==> config.mk <==
export PLATFORM = sky130hd
export DESIGN_NAME = shift_seq_ctrl
export DESIGN_NICKNAME = d
export VERILOG_FILES = /design/src/rtl/shift_seq_ctrl.sv
export SDC_FILE = /design/constraint.sdc
export NUM_CORES = 1
export LEC_CHECK = 0
export CAP_MARGIN = 20
export CORE_MARGIN = 10
export CORE_UTILIZATION = 39
export DETAILED_ROUTE_END_ITERATION = 10
export PLACE_DENSITY = 0.75
export SLEW_MARGIN = 30
export SYNTH_ARGS = -nofsm -noshare
export SYNTH_HDL_FRONTEND = slang
export SYNTH_SLANG_ARGS = --single-unit
==> constraint.sdc <==
create_clock -name clk -period 1.42 [get_ports clk]
set_input_delay 0.284 -clock clk [delete_from_list [all_inputs] [get_ports clk]]
set_output_delay 0.284 -clock clk [all_outputs]
set_load 0.05 [all_outputs]
==> src/rtl/shift_seq_ctrl.sv <==
// Sequencing controller for an external N-bit universal shift register:
// accepts one command, then drives load, N-saturated shifts and hold, and returns the result.
module shift_seq_ctrl #(
    parameter int N  = 8,
    parameter int CW = $clog2(N+1)
) (
    input  logic          clk,
    input  logic          rst,
    input  logic          cmd_valid,
    output logic          cmd_ready,
    input  logic          cmd_dir,
    input  logic          cmd_fill,
    input  logic [N-1:0]  cmd_data,
    input  logic [CW-1:0] cmd_count,
    output logic [1:0]    sr_ctrl,
    output logic [N-1:0]  sr_d,
    input  logic [N-1:0]  sr_q,
    output logic          ser_out,
    output logic          ser_valid,
    output logic          busy,
    output logic          done,
    output logic [N-1:0]  result
);

    typedef enum logic [1:0] {IDLE, LOAD, SHIFT, FINISH} state_t;

    localparam logic [1:0]    CTRL_HOLD  = 2'b00;
    localparam logic [1:0]    CTRL_LEFT  = 2'b01;
    localparam logic [1:0]    CTRL_RIGHT = 2'b10;
    localparam logic [1:0]    CTRL_LOAD  = 2'b11;
    localparam logic [CW-1:0] COUNT_MAX  = CW'(N);
    localparam logic [CW-1:0] COUNT_ONE  = CW'(1);

    state_t        state, state_nxt;
    logic          dir_r, fill_r;
    logic [N-1:0]  data_r;
    logic [CW-1:0] count_r;
    logic [CW-1:0] count_sat;

    // Shifting more than N times cannot change the outcome, so clamp at N.
    assign count_sat = (cmd_count > COUNT_MAX) ? COUNT_MAX : cmd_count;
    assign busy      = (state != IDLE);

    // NOTE: state registers use non-blocking assignments so every flop samples
    // the pre-edge values, independent of statement order.
    always_ff @(posedge clk) begin
        if (rst) begin
            state   <= IDLE;
            dir_r   <= 1'b0;
            fill_r  <= 1'b0;
            data_r  <= '0;
            count_r <= '0;
            done    <= 1'b0;
            result  <= '0;
        end else begin
            state <= state_nxt;
            done  <= 1'b0;
            case (state)
                IDLE: begin
                    if (cmd_valid) begin
                        dir_r   <= cmd_dir;
                        fill_r  <= cmd_fill;
                        data_r  <= cmd_data;
                        count_r <= count_sat;
                    end
                end
                SHIFT:   count_r <= count_r - COUNT_ONE;
                FINISH: begin
                    result <= sr_q;
                    done   <= 1'b1;
                end
                default: ;
            endcase
        end
    end

    // NOTE: every output of this block gets a default first, so no path
    // through the case leaves a signal unassigned and infers a latch.
    always_comb begin
        state_nxt = state;
        cmd_ready = 1'b0;
        sr_ctrl   = CTRL_HOLD;
        sr_d      = '0;
        ser_out   = 1'b0;
        ser_valid = 1'b0;
        case (state)
            IDLE: begin
                cmd_ready = 1'b1;
                if (cmd_valid) state_nxt = LOAD;
            end
            LOAD: begin
                sr_ctrl   = CTRL_LOAD;
                sr_d      = data_r;
                state_nxt = (count_r != '0) ? SHIFT : FINISH;
            end
            SHIFT: begin
                sr_ctrl   = dir_r ? CTRL_RIGHT : CTRL_LEFT;
                sr_d      = {N{fill_r}};
                // The bit at the far end is the one about to fall out this cycle.
                ser_out   = dir_r ? sr_q[0] : sr_q[N-1];
                ser_valid = 1'b1;
                if (count_r == COUNT_ONE) state_nxt = FINISH;
            end
            FINISH:  state_nxt = IDLE;
            default: state_nxt = IDLE;
        endcase
    end

endmodule

==> key figures <==
Logic synthesis
  • Post-synth EDFFs: 0
  • Post-synthesis async set-or-reset flop share: 0
  • #FFs+latches synth: 25
  • Post-Synthesis Cell Area: between 1000 and 1500 µm²
  • Synth cell types: 34
  • Post-Synthesis Cells: 157
  • Synth Warn #: 0
  • Syn Nets: 191
  • Top FF cell, synth: dfxtp_1
  • Syn_area_per_cell: ~8.3 µm²
  • Seq/Total Area, Yosys: 0.3839

Route
  • DRC: 0
  • Final WL: 4772 µm
  • Initial DRC Count: 88
  • Final antenna-violating net count: 0
  • Vias per cell: 5.254
  • Via count: 1387
  • Routed len/inst: 18.08 µm
  • First-pass iteration count of the detailed router: 4

Timing
  • Highest Clock Rate: roughly 560 MHz
  • Final Hold Viols: 0
  • Slew @ Worst Pin: 271.1 ps
  • # setup viols final: 18
  • Slew HR: 0.8141
  • Final Max Tran Viols: 0
  • Final worst path period need: 1784 ps
  • Fin worst setup slack: -364.2 ps
  • Clk_skew: 1.933 ps
  • RSZ-0062 raised after global routing: yes
  • Hold Worst Slack: ~470 ps
  • Final period util: 1.256

Cells and area
  • Sequential Area: approximately 510 µm²
  • # nets final: roughly 260
  • Most common cell after layout, fill and taps aside: nand2_1
  • Layout cell share with drive strength beyond 1: 0.3955
  • Commonest cells after routing, fill and taps aside: 31 x nand2_1, 24 x clkdlybuf4s50_1, 24 x buf_12
  • Final Cell Area: 2552 µm²
  • Footprint of the multi-input gates: 1015 µm²
  • N_diodes: 0
  • Area grow syn2layout: 95.78%
  • Fillers: roughly 160
  • Util after Layout: 0.8160

Worst setup path
  • Kind of critical path: flop to primary output
  • Critical path required time: 1140 ps
  • Crit path launch type: flop
  • Critical path endpoint category: primary output
  • Delay-heaviest family, CP: flip-flops
  • Buf/Inv on CP: 2
  • Critical path's slowest cell: dfxtp_4
  • Worst path arrival time: ~1500 ps
  • Cells along the critical path: buf_6 > ha_4 > nor2b_4 > o21a_2 > buf_12
  • Delay of the slowest critical-path stage: approximately 390 ps
  • Critical path peak fanout: 4

Place
  • Pre-CTS WS: -157.9 ps
  • PortBufs: between 40 and 50
  • DP Wirelength: 3134 µm
  • Placed Area: 2278 µm²
  • GP Congestion: 0.8522

Die
  • Die area: 6056 µm²
  • Ports: 48
  • Core Area: 3128 µm²
  • Die Y: between 70 and 80 µm
  • Die X: 77.82 µm
  • Initial core utilization: 0.4168
  • Std-Cell Rows: 20

Clock network
  • TritonCTS Sinks: 25
  • Total CTS buffers: 3
  • Clock transition at the registers of the reported paths: 140 ps
  • Clock Latency Late Sink: 320 ps
  • CTS tree: done
  • Post-CTS Hold Fix Bufs: 0
  • Htree depth: 1
  • Clock buffer depth: 2
  • Root Buffer: clkbuf_4

Power
  • Pwr/cell area: 1870 nW/µm²
  • Leak Pwr: 0.9306 nW
  • VDD IR max: roughly 0.00090 V
  • Total power: approximately 4.8 mW

Global route
  • Grt ovf: 0
  • Initial antenna violation count: 0
  • Largest net degree at the start of global routing: 15
  • First-pass GRT wire length: 7396 µm
  • Gr usage total: 0.1441
  • Vias in the first global route: about 1500

Run status
  • Violated checks: negative setup slack
  • Outcome: complete, but fails checks

Job
  • Max cap viols: 0

Worst hold path
  • Hold crit path type: flop to flop
## synth_stat cells (all sizes together) (2+ instances only)
| master | number | area share |
|---|---|---|
| nand2 | 33 | 0.097 |
| dfxtp | 25 | 0.38 |
| a21oi | 14 | 0.054 |
| mux2i | 10 | 0.077 |
| ha | 9 | 0.086 |
| nor2 | 9 | 0.026 |
| a21boi | 8 | 0.046 |
| nor2b | 7 | 0.034 |
| clkbuf | 6 | 0.017 |
| inv | 6 | 0.017 |
| buf | 4 | 0.016 |
| o21ai | 3 | 0.012 |
| a311oi | 2 | 0.013 |
| a31oi | 2 | 0.0096 |
| nand2b | 2 | 0.0096 |
| o31ai | 2 | 0.012 |
## layout make-up
class,instances,share of cell area
sequential,25,0.1990
timing repair buffer,69,0.3574
clock buffer,3,0.008824
tap,44,0.02157
multi-input combinational,116,0.3975
clock inverter,1,0.001961
inverter,6,0.01373
## metal layers
layer  wire length [µm]  GRT usage  vias up
met5                  0          0        -
met4                 75    0.04380        0
met3                361    0.05069        7
met2               2498     0.2562       53
met1               1836     0.1560      668
li1                   -          -      659
## final timing paths
check	from	end	slack (ps)	cells after the start
setup reg to reg	state[1]	count_r[0]	-300	6
hold / removal	data_r[0]	data_r[0]	470	2
hold reg to reg	data_r[0]	data_r[0]	470	2
setup / recovery	state[1]	sr_ctrl[0]	-360	5
## report_power, final
part / internal, mW / switching [mW]
Sequential: 0.853 / 0.168
Clock: 0.106 / 0.222
Combinational: 1.76 / 1.66
## what timing repair did
item / CTS / global route
setup endpoints to repair: 17 / 19
resized for setup: 24 / 14
pin swaps: 5 / 8
buffers inserted: 5 / 4
## metrics by stage
stage                     instances  TNS, ps
after floorplan                 157    -1804
after global placement          251   -759.0
after detailed placement        251    -1347
after CTS                       260    -4981
after global routing            264    -5877
final                           264    -5020
## worst reg2reg max path, stage by stage (launching register included)
cell,delay (ps)
dfxtp_4,390
buf_6,120
ha_4,180
buf_6,130
buf_6,120
or4b_4,510
a31oi_4,210
## registers in the layout (all words and copies together) (netlist names)
name,cells
state,2
dir_r,1
done,1
result,8
count_r,4
fill_r,1
data_r,8
## logic make-up (layout without fill, tap and decap cells)
kind of cell | count (synthesis) | after routing | share of synthesized area
AOI/OAI and AO/OA | 37 | 37 | 0.1852
adders and majority gates | 9 | 9 | 0.08637
buffers and inverters | 16 | 79 | 0.05086
muxes | 11 | 11 | 0.08542
and+or+nand+nor | 59 | 59 | 0.2083
DFF | 25 | 25 | 0.3839
Power figures use the tool's default switching activity.
